===== config.mk =====
export PLATFORM = sky130hd
export DESIGN_NAME = axil_req_arbiter
export DESIGN_NICKNAME = d
export VERILOG_FILES = /design/src/rtl/axil_arb_pkg.sv /design/src/rtl/axil_prio_enc4.sv /design/src/rtl/axil_req_arbiter.sv
export SDC_FILE = /design/constraint.sdc
export NUM_CORES = 1
export LEC_CHECK = 0
export ABC_AREA = 1
export CORE_ASPECT_RATIO = 1.2
export CORE_UTILIZATION = 41
export DETAILED_ROUTE_END_ITERATION = 6
export GPL_ROUTABILITY_DRIVEN = 0
export MAX_ROUTING_LAYER = met4
export PLACE_DENSITY = 0.63
export SYNTH_ARGS = -nofsm -noshare
export SYNTH_HDL_FRONTEND = slang
export SYNTH_SLANG_ARGS = --single-unit

===== constraint.sdc =====
create_clock -name ACLK -period 3.4 [get_ports ACLK]
set_input_delay 0.68 -clock ACLK [delete_from_list [all_inputs] [get_ports ACLK]]
set_output_delay 0.68 -clock ACLK [all_outputs]
set_load 0.005 [all_outputs]

===== src/rtl/axil_arb_pkg.sv =====
// Shared types and helpers for the AXI4-Lite request arbiter.
package axil_arb_pkg;

    localparam int NUM_REQ = 4;
    localparam int IDX_W   = 2;

    typedef enum logic [0:0] {
        IDLE = 1'b0,
        BUSY = 1'b1
    } arb_state_e;

    // Binary requester index to one-hot grant vector.
    function automatic logic [NUM_REQ-1:0] onehot4(input logic [IDX_W-1:0] idx);
        logic [NUM_REQ-1:0] oh;
        case (idx)
            2'd0:    oh = 4'b0001;
            2'd1:    oh = 4'b0010;
            2'd2:    oh = 4'b0100;
            2'd3:    oh = 4'b1000;
            default: oh = 4'b0000;
        endcase
        return oh;
    endfunction

endpackage


===== src/rtl/axil_prio_enc4.sv =====
// Fixed-priority 4-to-2 encoder (bit 3 wins) with an any-request qualifier.
module axil_prio_enc4
    import axil_arb_pkg::*;
(
    input  logic [NUM_REQ-1:0] req_vec,
    output logic [IDX_W-1:0]   idx,
    output logic               any
);

    // Highest set bit wins; the index is only meaningful while any is high.
    always_comb begin
        idx = 2'd0;
        if (req_vec[3]) begin
            idx = 2'd3;
        end else if (req_vec[2]) begin
            idx = 2'd2;
        end else if (req_vec[1]) begin
            idx = 2'd1;
        end else begin
            idx = 2'd0;
        end
    end

    assign any = |req_vec;

endmodule


===== src/rtl/axil_req_arbiter.sv =====
// Single-transaction AXI4-Lite grant arbiter with response/timeout release
// and a consecutive-win limit against starvation.
module axil_req_arbiter
    import axil_arb_pkg::*;
#(
    parameter int TIMEOUT_CYC = 256,
    parameter int MAX_CONSEC  = 4,
    parameter int CNT_W       = 9
) (
    input  logic               ACLK,
    input  logic               ARESET,
    input  logic [NUM_REQ-1:0] req,
    input  logic [NUM_REQ-1:0] req_write,
    input  logic               bvalid,
    input  logic               bready,
    input  logic               rvalid,
    input  logic               rready,
    output logic [NUM_REQ-1:0] gnt,
    output logic               gnt_valid,
    output logic [IDX_W-1:0]   gnt_idx,
    output logic               gnt_write,
    output logic               timeout_err,
    output logic [IDX_W-1:0]   timeout_idx
);

    localparam bit             TMO_EN   = (TIMEOUT_CYC != 0);
    localparam logic [CNT_W-1:0] TMO_LAST = TMO_EN ? CNT_W'(TIMEOUT_CYC - 1) : {CNT_W{1'b0}};
    localparam logic [CNT_W-1:0] CNT_ONE  = CNT_W'(1);
    localparam logic [CNT_W-1:0] CNT_MAX  = {CNT_W{1'b1}};
    // consec saturates at 7, so a limit above 7 can never trigger.
    localparam bit             MASK_EN  = (MAX_CONSEC != 0) && (MAX_CONSEC <= 7);
    localparam logic [2:0]     MAXC_L   = MASK_EN ? 3'(MAX_CONSEC) : 3'd7;

    arb_state_e         state_r;
    logic [CNT_W-1:0]   cnt_r;
    logic [IDX_W-1:0]   last_idx_r;
    logic [2:0]         consec_r;

    logic [NUM_REQ-1:0] mask_s;
    logic [NUM_REQ-1:0] eff_req_s;
    logic [IDX_W-1:0]   enc_idx_s;
    logic               enc_any_s;
    logic               done_s;
    logic               tmo_hit_s;

    // Mask the repeat winner only while someone else is actually waiting.
    always_comb begin
        mask_s = 4'b0000;
        if (MASK_EN && (consec_r >= MAXC_L) &&
            ((req & ~onehot4(last_idx_r)) != 4'b0000)) begin
            mask_s = onehot4(last_idx_r);
        end else begin
            mask_s = 4'b0000;
        end
    end

    assign eff_req_s = req & ~mask_s;

    axil_prio_enc4 u_enc (
        .req_vec (eff_req_s),
        .idx     (enc_idx_s),
        .any     (enc_any_s)
    );

    // Completion is taken only from the channel matching the latched direction.
    always_comb begin
        done_s = 1'b0;
        if (gnt_write) begin
            done_s = bvalid & bready;
        end else begin
            done_s = rvalid & rready;
        end
    end

    assign tmo_hit_s = TMO_EN && (cnt_r == TMO_LAST);

    // Arbitration FSM, timeout counter and starvation tracking.
    always_ff @(posedge ACLK) begin
        if (ARESET) begin
            state_r     <= IDLE;
            gnt         <= 4'b0000;
            gnt_valid   <= 1'b0;
            gnt_idx     <= 2'd0;
            gnt_write   <= 1'b0;
            timeout_err <= 1'b0;
            timeout_idx <= 2'd0;
            cnt_r       <= {CNT_W{1'b0}};
            last_idx_r  <= 2'd0;
            consec_r    <= 3'd0;
        end else begin
            timeout_err <= 1'b0;
            case (state_r)
                IDLE: begin
                    if (enc_any_s) begin
                        state_r   <= BUSY;
                        gnt       <= onehot4(enc_idx_s);
                        gnt_valid <= 1'b1;
                        gnt_idx   <= enc_idx_s;
                        gnt_write <= req_write[enc_idx_s];
                        cnt_r     <= {CNT_W{1'b0}};
                        if (enc_idx_s == last_idx_r) begin
                            if (consec_r != 3'd7) begin
                                consec_r <= consec_r + 3'd1;
                            end
                        end else begin
                            consec_r   <= 3'd1;
                            last_idx_r <= enc_idx_s;
                        end
                    end
                end
                BUSY: begin
                    if (done_s) begin
                        state_r   <= IDLE;
                        gnt       <= 4'b0000;
                        gnt_valid <= 1'b0;
                    end else if (tmo_hit_s) begin
                        state_r     <= IDLE;
                        gnt         <= 4'b0000;
                        gnt_valid   <= 1'b0;
                        timeout_err <= 1'b1;
                        timeout_idx <= gnt_idx;
                    end else if (cnt_r != CNT_MAX) begin
                        cnt_r <= cnt_r + CNT_ONE;
                    end
                end
                default: begin
                    state_r   <= IDLE;
                    gnt       <= 4'b0000;
                    gnt_valid <= 1'b0;
                end
            endcase
        end
    end

endmodule


### Word-level counts from Yosys, hierarchy flattened

Cells that the tools add are included.

* equality and inequality tests: 16
* muxes and demuxes: 29
* $lt $le $gt $ge: 2
* bitwise gates (word level): 9
* add/sub/neg operators: 2
* reduce and logical (&&, ||, !) cells: 12

Operators by type and width (count)
* $mux W9: 4
* $pmux W4 S4: 2
* $pmux W9 S2: 1
* $mux W4: 4
* $mux W1: 10
* $add A9 B1 Y9 const B: 1
* $eq A9 B8 Y1 const B: 1
* $ne A9 B9 Y1 const B: 1
* $reduce_and A3 Y1: 3
* $and A4 B4 Y4: 2
* $eq A2 B2 Y1 const B: 4
* $not A4 Y4: 2
* $pmux W4 S2: 1
* $mux W3: 2
* $ne A2 B2 Y1 const B: 3
* $eq A2 B1 Y1 const B: 2
* $logic_not A2 Y1: 2
* $mux W2: 2
* $ne A2 B1 Y1 const B: 2
* $pmux W1 S2: 2
* $reduce_and A2 Y1: 2
* $reduce_and A4 Y1: 1
* $reduce_bool A4 Y1: 1
* $reduce_or A4 Y1: 1
* 11 further kinds: 14

* register bits: 26
* bits of input ports: 14

### Logic depth before layout (Yosys ltp)

Gate-level depths: netlist (run 1).

* depth in word-level cells: 16
* gate-level depth with buffers: 17

### By module

From an unflattened synthesis (run 1), not the netlist that was laid out.

* cell total of the unflattened synthesis: 214
* area total of the unflattened synthesis: 1445.1 µm²

Modules (own cells, without submodules)
* axil_req_arbiter: area each 1412.6 µm², cells each 206, times used 1
* axil_prio_enc4: area each 32.5 µm², cells each 8, times used 1

### Least setup slack after synthesis (run 1)

Ideal clock, no wire load.

* kind: in2reg
* start point: input req[0]
* end point: register consec_r[0]
* buffers on the path: 0
* stages: 14
* arrival time: 1.755 ns
* path slack: 1.532 ns
* library setup time: 0.113 ns
* cell sequence: o21ai_0 -> nand2_2 -> o21ai_4 -> nand2_2 -> nand2_2 -> nand2_2 -> nand2_2 -> nand2_1 -> nand2_2 -> nand3_2 -> nand2_1 -> nand2_1 -> nand2_1 -> nor2_1

* word-level cells in the longest chain between the ends: 12
* elaborated cells on any way between the ends: 14
* classes of those cells: eq/ne: 2; mux: 5; bitwise: 3; reduce/logical: 4

Ends and longest elaborated chain
* start: declaration: RTL line axil_req_arbiter.sv:12 `input logic [NUM_REQ-1:0] req,`
* $and A4 B4 Y4: RTL line axil_req_arbiter.sv:50 `((req & ~onehot4(last_idx_r)) != 4'b0000)) begin`
* $reduce_bool A4 Y1: RTL line axil_req_arbiter.sv:50
* $logic_and A1 B1 Y1: RTL line axil_req_arbiter.sv:49 `if (MASK_EN && (consec_r >= MAXC_L) &&`
* $mux W4: RTL line axil_req_arbiter.sv:49
* $not A4 Y4: RTL line axil_req_arbiter.sv:57 `assign eff_req_s = req & ~mask_s;`
* $and A4 B4 Y4 (*): RTL line axil_req_arbiter.sv:57
* $mux W1: RTL line axil_prio_enc4.sv:17 `end else if (req_vec[1]) begin`
* $mux W2: RTL line axil_prio_enc4.sv:15 `end else if (req_vec[2]) begin`
* $mux W2: RTL line axil_prio_enc4.sv:13 `if (req_vec[3]) begin`
* $eq A2 B2 Y1: RTL line axil_req_arbiter.sv:101 `if (enc_idx_s == last_idx_r) begin`
* $ne A2 B1 Y1 (no line)
* $reduce_and A3 Y1 (no line)
* end signal: assignment: RTL line axil_req_arbiter.sv:103 `consec_r <= consec_r + 3'd1;`
* end: declaration: RTL line axil_req_arbiter.sv:37 `logic [2:0] consec_r;`

Mark *: on every way between the ends. The rest lies on a longest branch, timed or not.
A chain may end at the register's enable or synchronous reset.

### Final worst setup path (run 1)

* start point: input req[1]
* end point: register cnt_r[3]

* word-level cells in the longest chain between the ends: 9

Ends and longest elaborated chain
* $and A4 B4 Y4: RTL line axil_req_arbiter.sv:50
* $reduce_bool A4 Y1: RTL line axil_req_arbiter.sv:50
* $logic_and A1 B1 Y1: RTL line axil_req_arbiter.sv:49
* $mux W4: RTL line axil_req_arbiter.sv:49
* $not A4 Y4: RTL line axil_req_arbiter.sv:57
* $and A4 B4 Y4 (*): RTL line axil_req_arbiter.sv:57
* $reduce_or A4 Y1 (*): RTL line axil_prio_enc4.sv:24 `assign any = |req_vec;`
* $ne A2 B2 Y1 (no line) (*)
* $reduce_and A4 Y1 (no line) (*)
* end signal: assignment: RTL line axil_req_arbiter.sv:87 `cnt_r <= {CNT_W{1'b0}};`
* end signal: assignment: RTL line axil_req_arbiter.sv:100 `cnt_r <= {CNT_W{1'b0}};`
* end signal: assignment: RTL line axil_req_arbiter.sv:123 `cnt_r <= cnt_r + CNT_ONE;`
* end: declaration: RTL line axil_req_arbiter.sv:35 `logic [CNT_W-1:0] cnt_r;`

Marked as above.

==> flow_metrics.env, run 1 <==
export IMPL_status="finished clean"
export IMPL_drt_pass1_iter_count=4
export IMPL_slowest_delay_ns=0.53
export IMPL_slew_headroom_pct=77.57
export IMPL_die_h_um=66.47
export IMPL_syn_area_per_cell_um2=7.101
export IMPL_slew_viol_final=0
export IMPL_nets=248
export IMPL_initial_utilization_pct=42.91
export IMPL_maxCapViolations=0
export IMPL_syn2layout_area_growth_pct=24.05
export IMPL_fin_skew_ns=0.006218
export IMPL_p_int_w=0.0004863
export IMPL_post_route_util_pct=53.23
export IMPL_finalCritPeriodShare_pct=66.85
export IMPL_worst_setup_path_end_kind="flip-flop"
export IMPL_globalRouteOverflowTotal=0
export IMPL_crit_top_cell="nand2_2"
export IMPL_fill_cells=338
export IMPL_finish_instance_area_mm2=0.001762
export IMPL_io_pins=25
export IMPL_path_buf_inv=3
export IMPL_ys_ff_latch=26
export IMPL_seq_area_frac_synth_pct=36.65
export IMPL_ctsResizeCount=0
export IMPL_holdWs_ns=0.4520
export IMPL_switching_share_pct=28.73
export IMPL_rsz0062_at_grt="false"
export IMPL_grt_max_degree=20
export IMPL_p_switching_w=0.0001960
export IMPL_cts_setup_buffers=0
export IMPL_ys_types=29
export IMPL_viasPerCell=5.011
export IMPL_period_minus_slack_ns=2.273
export IMPL_pwr_share_comb_pct=21.3
export IMPL_finalHoldViolations=0
export IMPL_cp_required_ns=3.60
export IMPL_cp_top_family="buffers and inverters"
export IMPL_synth_area_mm2=0.001420
export IMPL_grt_usage_pct=18.31
export IMPL_cp_data_arrival_time_ns=2.47
export IMPL_fin_tns_setup_ns=0
export IMPL_dieWidth_um=55.73
export IMPL_route_met3_wl_um=45
export IMPL_grt_pass1_vias=1298
export IMPL_p_clk_share_pct=29.1
export IMPL_port_buffers=24
export IMPL_antennaDiodeCount=0
export IMPL_clkSlewWorstSetupHoldPaths_ns=0.09
export IMPL_p_per_area_mw_per_mm2=387.3
export IMPL_placed_area_mm2=0.001707
export IMPL_cp_slowest_cell="clkdlybuf4s50_1"
export IMPL_routed_wl_um=3047
export IMPL_drc=0
export IMPL_cts_tree="yes"
export IMPL_p_leak_nw=0.7629
export IMPL_h_tree_depth=1
export IMPL_routed_via_count=1323
export IMPL_syn_nets=220
export IMPL_die_area_mm2=0.003704
export IMPL_wl_met2_um=1695
export IMPL_wl_met1_um=1296
export IMPL_dpl_hpwl_um=2410
export IMPL_seqPwrFrac_pct=49.6
export IMPL_path_cells="clkdlybuf4s50_1 > nand2_2 > nand2_2 > o21ai_4 > o21ai_4 > nand2_2 > inv_2 > nand2_4 > nand2_8 > nand2_4 > clkinv_2 > nand2_1 > a21oi_1"
export IMPL_peakVddDrop_mv=0.2660
export IMPL_cp_start_kind="primary input"
export IMPL_clockRootBuffer="clkbuf_8"
export IMPL_wire_per_inst_um=11.54
export IMPL_postCtsHoldBufs=0
export IMPL_drtIter0Drc=58
export IMPL_clock_sinks=26
export IMPL_timing_fmax_ghz=0.4400
export IMPL_path_max_fanout=10
export IMPL_cts_inserted_buffers=3
export IMPL_grt_pass1_wl_um=5361
export IMPL_setup_violations_final=0
export IMPL_rows=23
export IMPL_ant_nets=0
export IMPL_hold_class="reg -> reg"
export IMPL_synthCells=200
export IMPL_core_area_mm2=0.003309
export IMPL_yosysWarnings=0
export IMPL_dr_max_layer_used="met4"
export IMPL_path_class="in -> reg"
export IMPL_drive_gt1_share_pct=11.45
export IMPL_clockBufferDepth=2
export IMPL_tightest_slew_ns=0.3360
export IMPL_antenna_found_initial=0
export IMPL_worstSkewPairLatency_ns=0.26
power by group through the flow:
stage                     clock network (W)  registers [W]  logic [W]
after global routing               0.000219       0.000342   0.000164
after detailed placement                  0       0.000346   0.000146
final                              0.000198       0.000338   0.000146
after CTS                          0.000204       0.000339   0.000147
after floorplan                           0       0.000342  0.0000949
after global placement                    0       0.000345   0.000143
cell type report:
| class | instances | area, µm² | share of cell area, % |
|---|---|---|---|
| Multi-Input combinational cell | 149 | 799.5 | 45.38 |
| Timing Repair Buffer | 25 | 247.7 | 14.06 |
| Sequential cell | 26 | 520.5 | 29.55 |
| Inverter | 23 | 92.59 | 5.256 |
| Tap cell | 37 | 46.29 | 2.628 |
| Clock buffer | 4 | 55.05 | 3.125 |
state kept, by name (all words and copies together), names as in the netlist:
| register | flops |
|---|---|
| cnt_r | 9 |
| gnt | 4 |
| consec_r | 3 |
| gnt_idx | 2 |
| last_idx_r | 2 |
| timeout_idx | 2 |
| gnt_valid | 1 |
| gnt_write | 1 |
| state_r | 1 |
| timeout_err | 1 |
final timing paths:
path | startpoint | end | slack [ns] | cells after the start
max | req[1] | cnt_r[3]$_SDFFE_PP0P_ | 1.13 | 13
min | timeout_idx[1]$_SDFFE_PP0P_ | timeout_idx[1]$_SDFFE_PP0P_ | 0.45 | 2
max reg2reg | cnt_r[0]$_SDFFE_PP0P_ | cnt_r[3]$_SDFFE_PP0P_ | 1.30 | 13
min reg2reg | timeout_idx[1]$_SDFFE_PP0P_ | timeout_idx[1]$_SDFFE_PP0P_ | 0.45 | 2
stage by stage:
| step | setup slack (ns) | instances | power [W] |
|---|---|---|---|
| floorplan | 1.532 | 200 | 0.0004368 |
| global placement | 0.8802 | 260 | 0.0004887 |
| detailed placement | 0.8410 | 260 | 0.0004925 |
| CTS | 1.121 | 264 | 0.0006903 |
| global route | 0.9610 | 264 | 0.0007244 |
| finish | 1.127 | 264 | 0.0006823 |
placed cells by master, fill, tap and decap left out, drive strengths merged, types with 3 or more instances in the layout:
| cell type | instances |
|---|---|
| a21oi | 21 |
| clkbuf | 4 |
| clkdlybuf4s50 | 24 |
| dfxtp | 26 |
| ha | 6 |
| inv | 21 |
| nand2 | 65 |
| nand3 | 17 |
| nor2 | 18 |
| o21ai | 9 |
| xor2 | 3 |
tightest hold or removal path, cell delays in order (launching register included):
cell and delay, ns:
dfxtp_1 0.32, inv_1 0.04, a21oi_1 0.05
cells by family (layout without fill, tap and decap cells):
kind of cell	Yosys count	after routing	synth area share (%)
AND/OR/NAND/NOR	106	106	34.71
AO/OA/AOI/OAI	33	33	13.83
flip-flops	26	26	36.65
buffers and inverters	25	52	7.049
adder cells (fa/ha/maj)	6	6	5.286
XOR/XNOR	4	4	2.467
synthesized netlist by cell type:
cell type	number	share of area [%]
o21ai_0	6	2.1
nand2_4	2	1.6
nor2_1	18	4.8
clkinv_4	1	0.62
nand4_1	1	0.44
dfxtp_1	26	37
o211ai_1	1	0.53
nand3_1	16	5.6
o21ai_4	2	2.3
o21ai_2	1	0.62
xnor2_1	1	0.62
or2_2	1	0.44
clkinv_2	1	0.35
nor3b_1	1	0.53
nand2_2	9	4.0
inv_2	2	0.53
clkbuf_1	2	0.53
a31oi_1	1	0.44
nand3_2	1	0.70
xor2_1	3	1.9
and2_1	1	0.44
and3_1	1	0.44
ha_1	6	5.3
nand2_8	1	1.4
a21oi_1	21	7.4
nor3_1	1	0.35
inv_1	19	5.0
o22ai_1	1	0.44
nand2_1	53	14
per-layer routing:
metal	vias to the layer above	GRT usage, %
met3	2	2.524
met2	7	36.75
met1	615	19.19
met5	-	-
met4	0	3.125
li1	699	-
(Power assumes the default switching activity.)
==> run 2, diff against run 1 <==
--- a/config.mk
+++ b/config.mk
@@ -11,7 +11,7 @@
 export DETAILED_ROUTE_END_ITERATION = 6
 export GPL_ROUTABILITY_DRIVEN = 0
 export MAX_ROUTING_LAYER = met4
-export PLACE_DENSITY = 0.63
+export PLACE_DENSITY = 0.65
 export SYNTH_ARGS = -nofsm -noshare
 export SYNTH_HDL_FRONTEND = slang
 export SYNTH_SLANG_ARGS = --single-unit
==> constraint.sdc (replaced) <==
create_clock -name ACLK -period 1.8 [get_ports ACLK]
set_input_delay 0.36 -clock ACLK [delete_from_list [all_inputs] [get_ports ACLK]]
set_output_delay 0.36 -clock ACLK [all_outputs]
set_load 0.005 [all_outputs]
==> flow_metrics.env, run 2 (same netlist as run 1, synthesis figures left out) <==
export IMPL_drc=0
export IMPL_reg2reg_slack_ns=0.03
export IMPL_antennaDiodeCount=0
export IMPL_top_register="cnt_r"
export IMPL_finalCritPeriodShare_pct=98.40
export IMPL_reg2reg_to="gnt_write$_SDFFE_PP0P_"
export IMPL_worstReg2RegStart="last_idx_r[0]$_SDFFE_PP0P_"
export IMPL_nets=280
export IMPL_die_h_um=66.47
export IMPL_grt_max_degree=19
export IMPL_port_buffers=24
export IMPL_cp_start_kind="flip-flop"
export IMPL_core_area_mm2=0.003309
export IMPL_routed_wl_um=3623
export IMPL_r2r_cells=15
export IMPL_fin_skew_ns=0.001158
export IMPL_wire_per_inst_um=12.24
export IMPL_ant_nets=0
export IMPL_grt_pass1_wl_um=5547
export IMPL_final_cell_mix="39 x nand2_1, 30 x buf_4, 21 x dfxtp_1"
export IMPL_fill_cells=293
export IMPL_viasPerCell=4.895
export IMPL_p_per_area_mw_per_mm2=686.0
export IMPL_rows=23
export IMPL_antenna_found_initial=0
export IMPL_cp_endpoint="gnt_write$_SDFFE_PP0P_"
export IMPL_grt_pass1_vias=1312
export IMPL_worstSkewPairLatency_ns=0.26
export IMPL_maxCapViolations=0
export IMPL_cp_data_arrival_time_ns=1.94
export IMPL_rsz0062_at_grt="true"
export IMPL_timing_fmax_ghz=0.5646
export IMPL_path_class="reg -> reg"
export IMPL_grt_usage_pct=19.16
export IMPL_cts_tree="yes"
export IMPL_h_tree_depth=1
export IMPL_dpl_hpwl_um=2402
export IMPL_worstHoldPathCells=2
export IMPL_fin_tns_setup_ns=0
export IMPL_tightest_slew_ns=0.3269
export IMPL_setup_violations_final=0
export IMPL_status="finished clean"
export IMPL_cp_slowest_cell="dfxtp_4"
export IMPL_drive_gt1_share_pct=38.22
export IMPL_drt_pass1_iter_count=5
export IMPL_globalRouteOverflowTotal=0
export IMPL_clockBufferDepth=2
export IMPL_die_area_mm2=0.003704
export IMPL_slew_headroom_pct=78.18
export IMPL_io_pins=25
export IMPL_path_max_fanout=6
export IMPL_drtIter0Drc=32
export IMPL_slowest_delay_ns=0.38
export IMPL_largest_reg_flops=9
export IMPL_preCtsSetupSlack_ns=-0.2919
export IMPL_initial_utilization_pct=42.91
export IMPL_syn2layout_area_growth_pct=58.15
export IMPL_hold_class="reg -> reg"
export IMPL_period_minus_slack_ns=1.771
export IMPL_clockRootBuffer="clkbuf_8"
export IMPL_clkSlewWorstSetupHoldPaths_ns=0.09
export IMPL_layout_commonest_cell="nand2_1"
export IMPL_slew_viol_final=0
export IMPL_cts_inserted_buffers=3
export IMPL_cp_required_ns=1.97
export IMPL_setup_ws_ns=0.02887
export IMPL_reg_top3="cnt_r: 9 flops, gnt: 4 flops, consec_r: 3 flops"
export IMPL_clock_sinks=26
export IMPL_peakVddDrop_mv=0.4496
export IMPL_cp_startpoint="last_idx_r[0]$_SDFFE_PP0P_"
export IMPL_path_cells="inv_2 > nand2_2 > nand2_2 > nand2_4 > o21ai_4 > o21ai_4 > nand2_2 > inv_2 > nand2_4 > nand2_8 > buf_6 > nand2_4 > nand3_2 > nand2_1 > inv_1"
export IMPL_finalHoldViolations=0
export IMPL_worst_setup_path_end_kind="flip-flop"
export IMPL_p_leak_nw=0.9769
export IMPL_routed_via_count=1449
export IMPL_dieWidth_um=55.73
==> run 2: worst min-delay path by stage <==
stage	from	end	slack, ns
2_1_floorplan	timeout_idx[0]$_SDFFE_PP0P_	timeout_idx[0]$_SDFFE_PP0P_	0.44
3_3_place_gp	timeout_idx[0]$_SDFFE_PP0P_	timeout_idx[0]$_SDFFE_PP0P_	0.43
3_5_place_dp	timeout_idx[0]$_SDFFE_PP0P_	timeout_idx[0]$_SDFFE_PP0P_	0.44
4_1_cts	timeout_idx[0]$_SDFFE_PP0P_	timeout_idx[0]$_SDFFE_PP0P_	0.45
5_1_grt	timeout_idx[1]$_SDFFE_PP0P_	timeout_idx[1]$_SDFFE_PP0P_	0.48
6_report	timeout_idx[1]$_SDFFE_PP0P_	timeout_idx[1]$_SDFFE_PP0P_	0.45
==> run 2: per-stage QoR <==
stage                     hold WS, ns  util, %  cell area [µm²]  instances  power (W)
after floorplan                0.4405        -             1423        200  0.0008258
after global placement         0.4315    57.32             1897        285  0.0009893
after detailed placement       0.4406    57.32             1897        285  0.0009891
after CTS                      0.4544    61.36             2031        295   0.001483
after global routing           0.4817    67.86             2246        296   0.001617
final                          0.4538    67.86             2246        296   0.001541
==> run 2: timing repair <==
| action | 4_1_cts | 5_1_grt |
|---|---|---|
| resized for setup | 15 | 56 |
| gates cloned | 1 | 0 |
| pin swaps | 10 | 25 |
| hold buffers | 0 | 0 |
| setup buffers | 5 | 2 |
| endpoints found under the setup margin | 16 | 25 |
==> run 2: area by class of cell <==
class	count	area (µm²)	area share [%]
clock buffer	3	41.29	1.838
clock inverter	1	30.03	1.337
inverter	23	108.9	4.847
multi-input combinational	150	1005	44.74
sequential	26	531.8	23.68
tap	37	46.29	2.061
timing repair buffer	56	483.0	21.50
==> run 2: critical path, delay by kind of cell, from the launching register on <==
| kind | cells | cell delay, ns |
|---|---|---|
| AO/OA/AOI/OAI | 2 | 0.31 |
| buffers and inverters | 4 | 0.32 |
| flip-flops | 1 | 0.38 |
| AND/OR/NAND/NOR | 9 | 0.68 |
==> run 2: where the power goes <==
group,switching [W],leakage [nW],internal [W]
clock network,0.000180,0.0357,0.000297
logic,0.000221,0.726,0.000198
registers,0.0000371,0.215,0.000608
==> run 2: metal layers <==
layer  track usage (%)  share of wire, %
met1             21.45                41
met3             1.942               2.4
met5                 -                 0
met2             35.69                56
met4             6.563               1.3
==> run 3, diff against run 2 <==
--- a/config.mk
+++ b/config.mk
@@ -6,7 +6,7 @@
 export NUM_CORES = 1
 export LEC_CHECK = 0
 export ABC_AREA = 1
-export CORE_ASPECT_RATIO = 1.2
+export CORE_ASPECT_RATIO = 0.8
 export CORE_UTILIZATION = 41
 export DETAILED_ROUTE_END_ITERATION = 6
 export GPL_ROUTABILITY_DRIVEN = 0
==> flow_metrics.env, run 3 (same netlist as run 1, synthesis figures left out) <==
export IMPL_status="finished clean"
export IMPL_port_buffers=24
export IMPL_met1_usage_pct=28.39
export IMPL_peakVddDrop_mv=0.4547
export IMPL_clkSlewWorstSetupHoldPaths_ns=0.09
export IMPL_rsz0062_at_grt="true"
export IMPL_cp_endpoint="consec_r[0]$_SDFFE_PP0P_"
export IMPL_worstSkewPairLatency_ns=0.27
export IMPL_grt_max_degree=19
export IMPL_top_register="cnt_r"
export IMPL_grt_use_met3_pct=5.000
export IMPL_reg_top3="cnt_r: 9 flops, gnt: 4 flops, consec_r: 3 flops"
export IMPL_p_per_area_mw_per_mm2=647.3
export IMPL_postCtsHoldBufs=0
export IMPL_antennaDiodeCount=0
export IMPL_tightest_slew_ns=0.3812
export IMPL_reg2reg_slack_ns=0.01
export IMPL_cp_required_ns=1.97
export IMPL_clock_sinks=26
export IMPL_maxCapViolations=0
export IMPL_io_pins=25
export IMPL_r2r_cells=14
export IMPL_post_route_util_pct=69.68
export IMPL_drive_gt1_share_pct=38.76
export IMPL_finalHoldViolations=0
export IMPL_antenna_found_initial=0
export IMPL_slew_headroom_pct=74.56
export IMPL_dp_cells=284
export IMPL_layout_commonest_cell="nand2_1"
export IMPL_routed_via_count=1471
export IMPL_fin_tns_setup_ns=0
export IMPL_cp_start_kind="flip-flop"
export IMPL_holdWs_ns=0.4482
export IMPL_p_total_w=0.001443
export IMPL_path_max_fanout=5
export IMPL_cp_startpoint="last_idx_r[1]$_SDFFE_PP0P_"
export IMPL_globalRouteOverflowTotal=0
export IMPL_top_usage_layer="met2"
export IMPL_rows=18
export IMPL_hold_class="reg -> reg"
export IMPL_syn2layout_area_growth_pct=56.92
export IMPL_use_met2_pct=33.50
export IMPL_wire_per_inst_um=13.09
export IMPL_worstReg2RegStart="last_idx_r[1]$_SDFFE_PP0P_"
export IMPL_grt_usage_pct=21.18
export IMPL_nets=279
export IMPL_die_area_mm2=0.003705
export IMPL_fill_cells=252
export IMPL_fin_skew_ns=0.001601
export IMPL_largest_reg_flops=9
export IMPL_ant_nets=0
export IMPL_path_class="reg -> reg"
export IMPL_drt_pass1_iter_count=4
export IMPL_setup_violations_final=0
export IMPL_grt_pass1_wl_um=5589
export IMPL_drc=0
export IMPL_worst_setup_path_end_kind="flip-flop"
export IMPL_cts_tree="yes"
export IMPL_dieWidth_um=67.80
export IMPL_clockRootBuffer="clkbuf_8"
export IMPL_p_leak_nw=0.9682
export IMPL_die_h_um=54.64
export IMPL_slew_viol_final=0
export IMPL_dpl_hpwl_um=2561
export IMPL_reg2reg_to="consec_r[0]$_SDFFE_PP0P_"
export IMPL_drtIter0Drc=84
export IMPL_routed_wl_um=3902
export IMPL_final_cell_mix="37 x nand2_1, 28 x buf_4, 20 x dfxtp_1, 20 x clkdlybuf4s50_1, 19 x nand2_2"
export IMPL_grt_pass1_vias=1235
export IMPL_cts_inserted_buffers=3
export IMPL_core_area_mm2=0.003198
export IMPL_initial_utilization_pct=44.41
export IMPL_timing_fmax_ghz=0.5596
export IMPL_period_minus_slack_ns=1.787
export IMPL_cp_data_arrival_time_ns=1.96
export IMPL_finalCritPeriodShare_pct=99.28
export IMPL_viasPerCell=4.936
export IMPL_clockBufferDepth=2
export IMPL_fin_cells=298
export IMPL_h_tree_depth=1
run 3: cell count changes in the layout (fill, tap and decap cells not counted), sizes merged:
cell,before,now
bufinv,1,0
clkbuf,3,4
buf,32,31
run 3: where the power goes:
group | internal (W) | switching, W
Combinational | 0.000195 | 0.000228
Sequential | 0.000608 | 0.0000399
Clock | 0.000195 | 0.000176
Total | 0.000998 | 0.000444
run 3: per-stage QoR:
stage,setup WS (ns),cell area (µm²)
after floorplan,0.02808,1423
after global placement,-0.2826,1871
after detailed placement,-0.4006,1871
after CTS,0.00003442,2024
after global routing,-0.1151,2228
final,0.01297,2228
run 3: worst min-delay path by stage:
stage	startpoint	endpoint	depth (start not counted)
CTS	timeout_idx[0]$_SDFFE_PP0P_	timeout_idx[0]$_SDFFE_PP0P_	2
global route	timeout_idx[0]$_SDFFE_PP0P_	timeout_idx[0]$_SDFFE_PP0P_	2
finish	timeout_idx[0]$_SDFFE_PP0P_	timeout_idx[0]$_SDFFE_PP0P_	2
global placement	timeout_idx[0]$_SDFFE_PP0P_	timeout_idx[0]$_SDFFE_PP0P_	2
floorplan	timeout_idx[0]$_SDFFE_PP0P_	timeout_idx[0]$_SDFFE_PP0P_	2
detailed placement	timeout_idx[0]$_SDFFE_PP0P_	timeout_idx[0]$_SDFFE_PP0P_	2
run 3: what timing repair did:
action	in CTS	in global routing
cloned	1	0
pin swaps	12	24
resized for setup	24	48
setup buffers	4	5
endpoints found under the setup margin	21	25
run 3: cell type report:
type	count	area (µm²)	share of cell area, %
timing repair buffer	55	479.2	21.50
sequential	26	533.0	23.92
clock buffer	4	55.05	2.471
tap	40	50.05	2.246
multi-input combinational	150	999.7	44.86
inverter	23	111.4	4.997
run 3: critical path, cell delays in order (launching register included):
cell	delay, ns
dfxtp_4	0.40
inv_4	0.05
nand2_2	0.07
nand2_2	0.07
nand2_2	0.08
o21ai_4	0.08
o21ai_4	0.20
buf_4	0.15
nand3_1	0.09
nand2_2	0.15
nand3_4	0.11
nand2_2	0.09
nand2_1	0.05
nand2_1	0.05
nor2_1	0.04
run 3: layer usage:
layer | vias to the layer above | part of all wire, %
li1 | 768 | -
met1 | 670 | 49
met2 | 33 | 46
met3 | 0 | 4.7
met4 | 0 | 0
met5 | - | 0
